$ cat src/rtl/nmea_pkg.sv
// Shared definitions for the NMEA heading path: receiver states and parser characters.
package nmea_pkg;

  typedef enum logic [2:0] {
    IDLE,
    START,
    DATA,
    STOP,
    WAIT_HIGH
  } rx_state_t;

  localparam int unsigned OVERSAMPLE_DEF = 16;

  localparam logic [7:0] CHAR_DOLLAR = 8'h24;
  localparam logic [7:0] CHAR_STAR   = 8'h2A;
  localparam logic [7:0] CHAR_COMMA  = 8'h2C;
  localparam logic [7:0] CHAR_CR     = 8'h0D;

endpackage

$ cat src/rtl/baud_tick.sv
// Oversample tick generator: counts 0..i_div and pulses o_tick on the terminal count.
module baud_tick (
  input  logic        i_clk,
  input  logic        i_rst,
  input  logic        i_clear,
  input  logic [15:0] i_div,
  output logic        o_tick
);

  logic [15:0] cnt;

  assign o_tick = !i_clear && (cnt == i_div);

  // Divider counter; held at 0 while cleared so the first tick lands i_div+1 clocks later.
  always_ff @(posedge i_clk or negedge i_rst) begin
    if (!i_rst) begin
      cnt <= '0;
    end else if (i_clear || o_tick) begin
      cnt <= '0;
    end else begin
      cnt <= cnt + 16'd1;
    end
  end

endmodule

$ cat src/rtl/nmea_uart_rx.sv
// 8N1 UART receiver feeding the NMEA parser with single-cycle write strobes.
module nmea_uart_rx
  import nmea_pkg::*;
#(
  parameter int unsigned OVERSAMPLE  = OVERSAMPLE_DEF,  // power of two, >= 8
  parameter int unsigned SYNC_STAGES = 2                // >= 2
) (
  input  logic        i_clk,
  input  logic        i_rst,
  input  logic        i_rx,
  input  logic [15:0] i_baud_div,
  input  logic        i_full,
  output logic        o_write,
  output logic [7:0]  o_char,
  output logic        o_frame_err,
  output logic        o_overrun,
  output logic [7:0]  o_err_cnt,
  output logic        o_busy
);

  localparam int unsigned TW = $clog2(OVERSAMPLE);
  localparam logic [TW-1:0] HALF_LAST = TW'(OVERSAMPLE / 2 - 1);
  localparam logic [TW-1:0] FULL_LAST = TW'(OVERSAMPLE - 1);

  logic [SYNC_STAGES-1:0] sync;
  logic                   rx_s;
  rx_state_t              state;
  logic [15:0]            div_l;
  logic [TW-1:0]          ticks;
  logic [2:0]             bits;
  logic [7:0]             shift;
  logic                   tick;

  assign rx_s   = sync[SYNC_STAGES-1];
  assign o_busy = (state != IDLE);

  // Input synchronizer; resets to the idle (high) line level.
  always_ff @(posedge i_clk or negedge i_rst) begin
    if (!i_rst) begin
      sync <= '1;
    end else begin
      sync <= {sync[SYNC_STAGES-2:0], i_rx};
    end
  end

  // Divider is held in clear while idle so its phase restarts at start detection.
  baud_tick u_baud_tick (
    .i_clk   (i_clk),
    .i_rst   (i_rst),
    .i_clear (state == IDLE),
    .i_div   (div_l),
    .o_tick  (tick)
  );

  // Frame state machine with registered strobes and saturating error count.
  always_ff @(posedge i_clk or negedge i_rst) begin
    if (!i_rst) begin
      state       <= IDLE;
      div_l       <= '0;
      ticks       <= '0;
      bits        <= '0;
      shift       <= '0;
      o_write     <= 1'b0;
      o_char      <= '0;
      o_frame_err <= 1'b0;
      o_overrun   <= 1'b0;
      o_err_cnt   <= '0;
    end else begin
      o_write     <= 1'b0;
      o_frame_err <= 1'b0;
      o_overrun   <= 1'b0;
      unique case (state)
        IDLE: begin
          if (!rx_s) begin
            div_l <= i_baud_div;
            ticks <= '0;
            bits  <= '0;
            state <= START;
          end
        end
        START: begin
          if (tick) begin
            if (ticks == HALF_LAST) begin
              // Restart the bit phase so data samples fall mid-bit.
              ticks <= '0;
              state <= rx_s ? IDLE : DATA;
            end else begin
              ticks <= ticks + 1'b1;
            end
          end
        end
        DATA: begin
          if (tick) begin
            ticks <= ticks + 1'b1;  // wraps to 0 after FULL_LAST
            if (ticks == FULL_LAST) begin
              shift <= {rx_s, shift[7:1]};
              bits  <= bits + 3'd1;
              if (bits == 3'd7) begin
                state <= STOP;
              end
            end
          end
        end
        STOP: begin
          if (tick) begin
            ticks <= ticks + 1'b1;
            if (ticks == FULL_LAST) begin
              if (rx_s) begin
                // Leave mid stop bit so an immediately following start edge is caught.
                state <= IDLE;
                if (!i_full) begin
                  o_write <= 1'b1;
                  o_char  <= shift;
                end else begin
                  o_overrun <= 1'b1;
                  if (o_err_cnt != 8'hFF) o_err_cnt <= o_err_cnt + 8'd1;
                end
              end else begin
                o_frame_err <= 1'b1;
                if (o_err_cnt != 8'hFF) o_err_cnt <= o_err_cnt + 8'd1;
                state <= WAIT_HIGH;
              end
            end
          end
        end
        WAIT_HIGH: begin
          // A held-low (break) line must not be taken as a new start bit.
          if (rx_s) begin
            state <= IDLE;
          end
        end
        default: state <= IDLE;
      endcase
    end
  end

endmodule

$ cat config.mk
export PLATFORM = sky130hd
export DESIGN_NAME = nmea_uart_rx
export DESIGN_NICKNAME = d
export VERILOG_FILES = /design/src/rtl/nmea_pkg.sv /design/src/rtl/baud_tick.sv /design/src/rtl/nmea_uart_rx.sv
export SDC_FILE = /design/constraint.sdc
export NUM_CORES = 1
export LEC_CHECK = 0
export ABC_AREA = 0
export ABC_CLOCK_PERIOD_IN_PS = 2650
export CORE_MARGIN = 1.5
export CORE_UTILIZATION = 55
export CTS_BUF_LIST = sky130_fd_sc_hd__clkbuf_8 sky130_fd_sc_hd__clkbuf_16
export CTS_CLUSTER_DIAMETER = 40
export CTS_CLUSTER_SIZE = 14
export DETAILED_ROUTE_END_ITERATION = 8
export GPL_TIMING_DRIVEN = 0
export PLACE_DENSITY_LB_ADDON = 0.3
export SLEW_MARGIN = 15
export SYNTH_ARGS = -nofsm -noshare
export SYNTH_HDL_FRONTEND = slang
export SYNTH_SLANG_ARGS = --single-unit
$ cat constraint.sdc
create_clock -name i_clk -period 2.65 [get_ports i_clk]
set_input_delay 0.3975 -clock i_clk [delete_from_list [all_inputs] [get_ports i_clk]]
set_output_delay 0.3975 -clock i_clk [all_outputs]
set_load 0.03 [all_outputs]
# After elaboration in Yosys (flattened, before gate mapping)
# Cells that the tools add are included.
dict set report op_classes {
  n_reduce_logical 15
  muxes 39
  add_sub_neg 4
  bitwise 2
  eq_ne 20
}
# operator n
set ops {}
lappend ops {{$mux 3} 13}
lappend ops {{$mux 8} 3}
lappend ops {{$add 16x1->16 const B} 1}
lappend ops {{$eq 16x16->1} 1}
lappend ops {{$mux 16} 1}
lappend ops {{$mux 4} 4}
lappend ops {{$pmux 3 s5} 1}
lappend ops {{$mux 1} 14}
lappend ops {{$ne 2x2->1 const B} 7}
lappend ops {{$pmux 4 s3} 1}
lappend ops {{$reduce_and 4->1} 3}
lappend ops {{$reduce_and 9->1} 1}
lappend ops {{$add 8x1->8 const B} 1}
lappend ops {{$ne 2x1->1 const B} 4}
lappend ops {{$ne 8x8->1 const B} 1}
lappend ops {{$eq 3x2->1 const B} 2}
lappend ops {{$eq 3x3->1 const B} 2}
lappend ops {{$pmux 3 s2} 1}
lappend ops {{$reduce_bool 3->1} 2}
lappend ops {{$reduce_and 5->1} 1}
lappend ops {{$add 4x1->4 const B} 1}
lappend ops {{$eq 4x3->1 const B} 1}
lappend ops {{$eq 4x4->1 const B} 1}
lappend ops {{$add 3x1->3 const B} 1}
lappend ops {{other kinds (11)} 12}
dict set report word_totals {
  reg_bits 71
  word_cells 92
  output_inout_bits 20
  in_bits 20
}

# Depth between registers and ports, before layout
# Gate-level depths: netlist of the first run.
dict set report logic_depth {
  word_depth 5
  ltp_mapped 7
  mapped_depth_nobuf 6
}

# Hierarchy
# From an unflattened synthesis of the first run, not the netlist that was laid out.
dict set report hier_totals {
  hier_cells 272
  hier_area_um2 3285.7
}
# mod n_inst area_per_inst_um2 cells_each seq_area_each_um2
set by_module_without_submodules {}
lappend by_module_without_submodules {nmea_uart_rx 1 2348.5 174 1378.8}
lappend by_module_without_submodules {baud_tick 1 937.1 98 400.4}

# Least setup slack after synthesis of the first run
# No wires, ideal clock.
dict set report synth_path {
  path_type {register -> register}
  start {register u_baud_tick.cnt[0]}
  end {register shift[0]}
  n_path_buf 1
  arrival_time_ps 1790
  slack_ps 732
  stages_incl_launch_ff 7
  required_time_ps 2522
  synth_period_minus_slack_ps 1918
  setup_time_ps 128
  cell_sequence {dfrtp_1 -> xnor2_1 -> nand4_1 -> nor4_4 -> and3b_1 -> buf_4 -> mux2_1}
}
dict set report synth_via {
  elab_chain_len 3
}
# element line
set synth_rtl {}
lappend synth_rtl {{start, declared} baud_tick.sv:10} ;# logic [15:0] cnt;
lappend synth_rtl {{start signal, assigned} baud_tick.sv:21} ;# cnt <= cnt + 16'd1;
lappend synth_rtl {{$eq 16x16->1} baud_tick.sv:12} ;# assign o_tick = !i_clear && (cnt == i_div);
lappend synth_rtl {{$logic_and 1x1->1} baud_tick.sv:12}
lappend synth_rtl {{$reduce_and 3->1 (no line)} -}
lappend synth_rtl {{end signal, assigned} nmea_uart_rx.sv:96} ;# shift <= {rx_s, shift[7:1]};
lappend synth_rtl {{end, declared} nmea_uart_rx.sv:31} ;# logic [7:0] shift;
# No other way between the ends.
# A chain may end at the register's enable or synchronous reset.

# Worst setup path in the final report of the first run
dict set report layout_path {
  start {register u_baud_tick.cnt[0]}
  end {register shift[2]}
}
# Same word-level chain as after synthesis.

==> metrics.cfg, run 1 <==
[outcome]
status=finished clean

[yosys]
yosysMostFrequentCell=dfrtp_1
synth_area_sq_um=3340
async_flop_share=1.00
synth_warnings=0
synth_edf_count=0
syn_inst=318
syn_area_per_cell_sq_um=10.5
synth-seq-cells=71
yosysSeqAreaShare=0.533
syn-num-nets=343
ys_types=46
yosysTopAreaCellShare=0.517
yosys-top-cells-area=dfrtp_1 (52%), xnor2_1 (8.9%), nand2_1 (6.5%)
synth_commonest_cells=dfrtp_1 (69), nand2_1 (58), xnor2_1 (34)
synth_ff_type=dfrtp_1
yosys.area.top_type=dfrtp_1

[route]
drc=0
ant_nets=0
drt_first_pass_iters=4
initialDrtViolationCount=105
wire_per_inst_um=13.2
routed-via-count=2384
wirelength_mm=5.96
viasPerCell=5.30

[finish]
antenna_cells=0
nFillCells=463
areaGrowthSynthToFinish_pct=20.8
final_cells=450
drive_above_1_share=0.0880
utilization=0.686
final_area_sq_um=4040
fin_nets=395

[critical_path]
crit_required_ns=2.86
critPathKind=flip-flop to flip-flop
cp_data_arrival_time_ns=2.52
crit_fanout=10
endpoint_kind=flip-flop
cp-start-kind=flip-flop

[die]
die_w_um=80.9
core-area_sq_um=5890
initial_core_util=0.567
placementRows=28
dieArea_sq_um=6550
die_h_um=80.9
pin_count=40

[timing]
rsz0062_at_grt=false
hold_viol=0
finalCritPeriodShare=0.871
worst_slew_pin_slew_ns=0.730
slew_headroom=0.512
fin_crit_ns=2.31
drv_slew=0
hold_ws_ns=0.358
finalClockSkew_ns=0.00682
setup_viol=0
fmax_ghz=0.433

[pwr]
p_leak_nw=1.88
irDropWorstVdd_mv=0.316
powerDensity_nw_per_um2=514

[global_routing]
grt_usage=0.209
grt_overflow=0
grt_pass1_vias=2238
grt_max_degree=51
grt_pass1_wl_mm=10.3
antenna_found_initial=0

[hold_path]
hp-class=flip-flop to flip-flop

[clock_tree]
cts_root_buffer=clkbuf_8
ctsHoldBuffers=1
h-tree-depth=3
clockBufferDepth=2
post-cts-setup-buffer-count=0
cts.sinks=71
cts_tree=done
clock_latency_ns=0.33
clk_pin_slew_ns=0.07
cts_resized=0
cts_made_buffers=9

[job]
drv_cap=0

[placed_design]
place_hpwl_mm=4.22
place_area_sq_um=3850
portBuffers=39
routabilityCongestion=0.807
placed_cells=433

## metrics by stage
stage | worst slack (ns) | power (W) | setup TNS [ns]
3_3_place_gp | -1.14 | 0.00133 | -78.68
3_5_place_dp | 0.381 | 0.00134 | 0
6_report | 0.342 | 0.00208 | 0
4_1_cts | 0.355 | 0.00210 | 0
5_1_grt | 0.215 | 0.00217 | 0
2_1_floorplan | 0.732 | 0.00126 | 0
## kinds of logic (layout without fill, tap and decap cells)
| group | Yosys count | after routing | share of synthesized area |
|---|---|---|---|
| AND/OR/NAND/NOR | 143 | 143 | 0.206 |
| AO/OA/AOI/OAI | 24 | 24 | 0.0588 |
| buffers and inverters | 20 | 77 | 0.0262 |
| flip-flops | 71 | 71 | 0.533 |
| multiplexers | 18 | 18 | 0.0603 |
| XOR/XNOR | 37 | 37 | 0.0970 |
| adder cells (fa/ha/maj) | 5 | 5 | 0.0187 |
## layer usage
metal / vias up / wire [um] / GRT usage
met3: 4 / 212 / 0.0539
met5: - / 0 / 0
met2: 41 / 2750 / 0.324
met1: 1147 / 2950 / 0.287
met4: 0 / 44 / 0.0724
li1: 1192 / - / -
## registers in the layout (all words and copies together), names as in the netlist
signal           flops
o_overrun            1
div_l               16
u_baud_tick.cnt     16
shift                8
o_char               8
o_frame_err          1
o_err_cnt            8
state                3
sync                 2
o_write              1
ticks                4
bits                 3
## placed cells by master (no fill, tap or decap), types with 6 or more instances in the layout
master / Yosys / routed
and3_1: 9 / 9
clkbuf_1: 6 / 6
clkbuf_8: 0 / 11
clkdlybuf4s50_1: 0 / 38
dfrtp_1: 69 / 69
inv_1: 8 / 10
mux2_1: 15 / 15
nand2_1: 58 / 58
nand3_1: 15 / 15
nand4_1: 9 / 9
nor2_1: 29 / 29
xnor2_1: 34 / 34
## power by group
part           switching (W)  internal [W]  leakage, nW
combinational      0.0000707     0.0000802        0.845
sequential         0.0000448       0.00113        0.935
clock               0.000373      0.000381       0.0977
## final cells by class
cell class	instances	area, sq um	area share
Buffer	12	57.6	0.0143
Clock buffer	11	151	0.0375
Clock inverter	5	25.0	0.00620
Inverter	8	30.0	0.00744
Multi-Input combinational cell	227	1470	0.365
Sequential cell	71	1780	0.441
Tap cell	75	93.8	0.0233
Timing Repair Buffer	41	425	0.105
## critical path: stages (launching register included)
cell and delay [ns]:
dfrtp_1 0.46, xnor2_1 0.17, nand4_1 0.18, nor4_4 0.57
and3b_1 0.27, buf_4 0.19, mux2_1 0.34
## path summary, 6_finish.rpt
path	start	to	cells past startpoint	slack, ns
setup / recovery	u_baud_tick.cnt[0]	shift[2]	6	0.34
max in group asynchronous	i_rst	state[1]	3	1.64
setup reg to reg	u_baud_tick.cnt[0]	shift[2]	6	0.34
min in group asynchronous	i_rst	o_char[7]	2	0.50
hold / removal	sync[0]	sync[1]	0	0.36
hold reg to reg	sync[0]	sync[1]	0	0.36
Note: power is estimated with default switching activity, not from simulation.
==> inputs of run 2 (changes only) <==
--- a/config.mk
+++ b/config.mk
@@ -14,8 +14,8 @@
 export CTS_CLUSTER_SIZE = 14
 export DETAILED_ROUTE_END_ITERATION = 8
 export GPL_TIMING_DRIVEN = 0
+export MAX_ROUTING_LAYER = met4
 export PLACE_DENSITY_LB_ADDON = 0.3
-export SLEW_MARGIN = 15
 export SYNTH_ARGS = -nofsm -noshare
 export SYNTH_HDL_FRONTEND = slang
 export SYNTH_SLANG_ARGS = --single-unit
==> run 2 against run 1 <==
Against the previous run: critical path depth unchanged; final cell count decreased by 0.44%; highest routed layer unchanged; via count increased by 0.80%; critical path type unchanged; die area unchanged.
==> metrics.cfg, run 2 (synthesized netlist as in run 1, its figures left out) <==
[outcome]
status=finished clean

[timing]
hold_ws_ns=0.165
fin_setup_tns_ns=0
fin_crit_ns=2.29
worst_slew_pin_slew_ns=0.871
drv_slew=0
setup_viol=0
slew_headroom=0.419
rsz0062_at_grt=false
hold_viol=0
finalCritPeriodShare=0.863
fmax_ghz=0.437
finalClockSkew_ns=0.0104

[pwr]
internal_power_w=0.00168
irDropWorstVdd_mv=0.349
p_leak_nw=1.87
p_comb_frac=0.066
clock_power_share=0.400
seqPwrFrac=0.535
power_w=0.00219
p_switching_w=0.000513
swShare=0.234
powerDensity_nw_per_um2=545

[global_routing]
grt_max_degree=72
antenna_found_initial=0
grt_pass1_vias=2270
grt_overflow=0
grt_usage=0.223
grt_pass1_wl_mm=10.6

[clock_tree]
clock_latency_ns=0.35
h-tree-depth=3
clockBufferDepth=2
cts_resized=0
cts.sinks=71
clk_pin_slew_ns=0.07
ctsHoldBuffers=0
post-cts-setup-buffer-count=0
cts_root_buffer=clkbuf_8
cts_tree=done
cts_made_buffers=9

[critical_path]
crit_fanout=10
cp-start-kind=flip-flop
crit_required_ns=2.88
cp_data_arrival_time_ns=2.51
critPathKind=flip-flop to flip-flop
endpoint_kind=flip-flop

[placed_design]
routabilityCongestion=0.819
place_area_sq_um=3820
placed_cells=432
place_hpwl_mm=4.11
portBuffers=39

[finish]
final_cells=448
drive_above_1_share=0.0858
antenna_cells=0
layout_common_cells=dfrtp_1 (69), nand2_1 (58), clkdlybuf4s50_1 (38), xnor2_1 (34), nor2_1 (29)
final_common_cell=dfrtp_1
nFillCells=467
areaGrowthSynthToFinish_pct=20.5
largest_registers=div_l: 16 flops, u_baud_tick.cnt: 16 flops
fin_nets=393
final_area_sq_um=4020

[route]
routed-via-count=2403
initialDrtViolationCount=150
drt_first_pass_iters=4
wirelength_mm=6.20
ant_nets=0
viasPerCell=5.36
wire_per_inst_um=13.8
drc=0

[die]
pin_count=40
die_w_um=80.9
initial_core_util=0.567
placementRows=28
die_h_um=80.9
core-area_sq_um=5890
dieArea_sq_um=6550

[hold_path]
hp-class=input pin to asynchronous set/reset pin

[job]
drv_cap=0

==> run 2: worst paths after layout <==
check | from | slack (ns) | depth (start not counted) | endpoint
worst max register to register | u_baud_tick.cnt[0] | 0.36 | 6 | shift[5]
worst max-delay path | u_baud_tick.cnt[0] | 0.36 | 6 | shift[5]
worst min register to register | sync[0] | 0.36 | 0 | sync[1]
max in group asynchronous | i_rst | 1.92 | 1 | u_baud_tick.cnt[3]
min in group i_clk | sync[0] | 0.36 | 0 | sync[1]
worst min-delay path | i_rst | 0.16 | 1 | o_char[5]
==> run 2: power by group through the flow <==
stage	Sequential, W	Combinational (W)	Clock, W
6_report	0.00117	0.000144	0.000876
3_3_place_gp	0.00119	0.000143	0
4_1_cts	0.00117	0.000147	0.000892
3_5_place_dp	0.00119	0.000145	0
5_1_grt	0.00118	0.000160	0.000939
2_1_floorplan	0.00118	0.0000818	0
==> run 2: critical path, stage by stage (launching register included) <==
cell     delay (ns)
dfrtp_1        0.46
xnor2_1        0.17
nand4_1        0.18
nor4_4         0.56
and3b_1        0.27
buf_4          0.19
mux2_1         0.33
==> run 2: area by class of cell <==
type                            count  area, sq um  share of cell area
Sequential cell                    71         1780               0.442
Clock inverter                      5         50.0              0.0124
Tap cell                           75         93.8              0.0233
Inverter                            8         30.0             0.00747
Buffer                             12         57.6              0.0143
Multi-Input combinational cell    227         1470               0.366
Clock buffer                       11          151              0.0376
Timing Repair Buffer               39          388              0.0964
==> run 2: metrics by stage <==
stage	worst slack, ns	util
floorplan	0.732	-
global placement	-1.14	0.650
detailed placement	0.380	0.649
CTS	0.360	0.683
global route	0.192	0.683
finish	0.364	0.683
==> run 2: per-layer routing <==
metal | vias to the layer above | part of all wire | routed length, um | GRT usage
li1 | 1187 | - | - | -
met1 | 1154 | 0.50 | 3080 | 0.298
met2 | 51 | 0.44 | 2740 | 0.328
met3 | 11 | 0.043 | 266 | 0.0438
met4 | 0 | 0.017 | 108 | 0.105
met5 | - | 0 | 0 | -
==> inputs of run 3 (changes only) <==
--- a/config.mk
+++ b/config.mk
@@ -16,6 +16,7 @@
 export GPL_TIMING_DRIVEN = 0
 export MAX_ROUTING_LAYER = met4
 export PLACE_DENSITY_LB_ADDON = 0.3
+export SKIP_CTS_REPAIR_TIMING = 1
 export SYNTH_ARGS = -nofsm -noshare
 export SYNTH_HDL_FRONTEND = slang
 export SYNTH_SLANG_ARGS = --single-unit
==> results of run 3 <==
The final DEF is identical to that of run 2; final timing and power are the same.
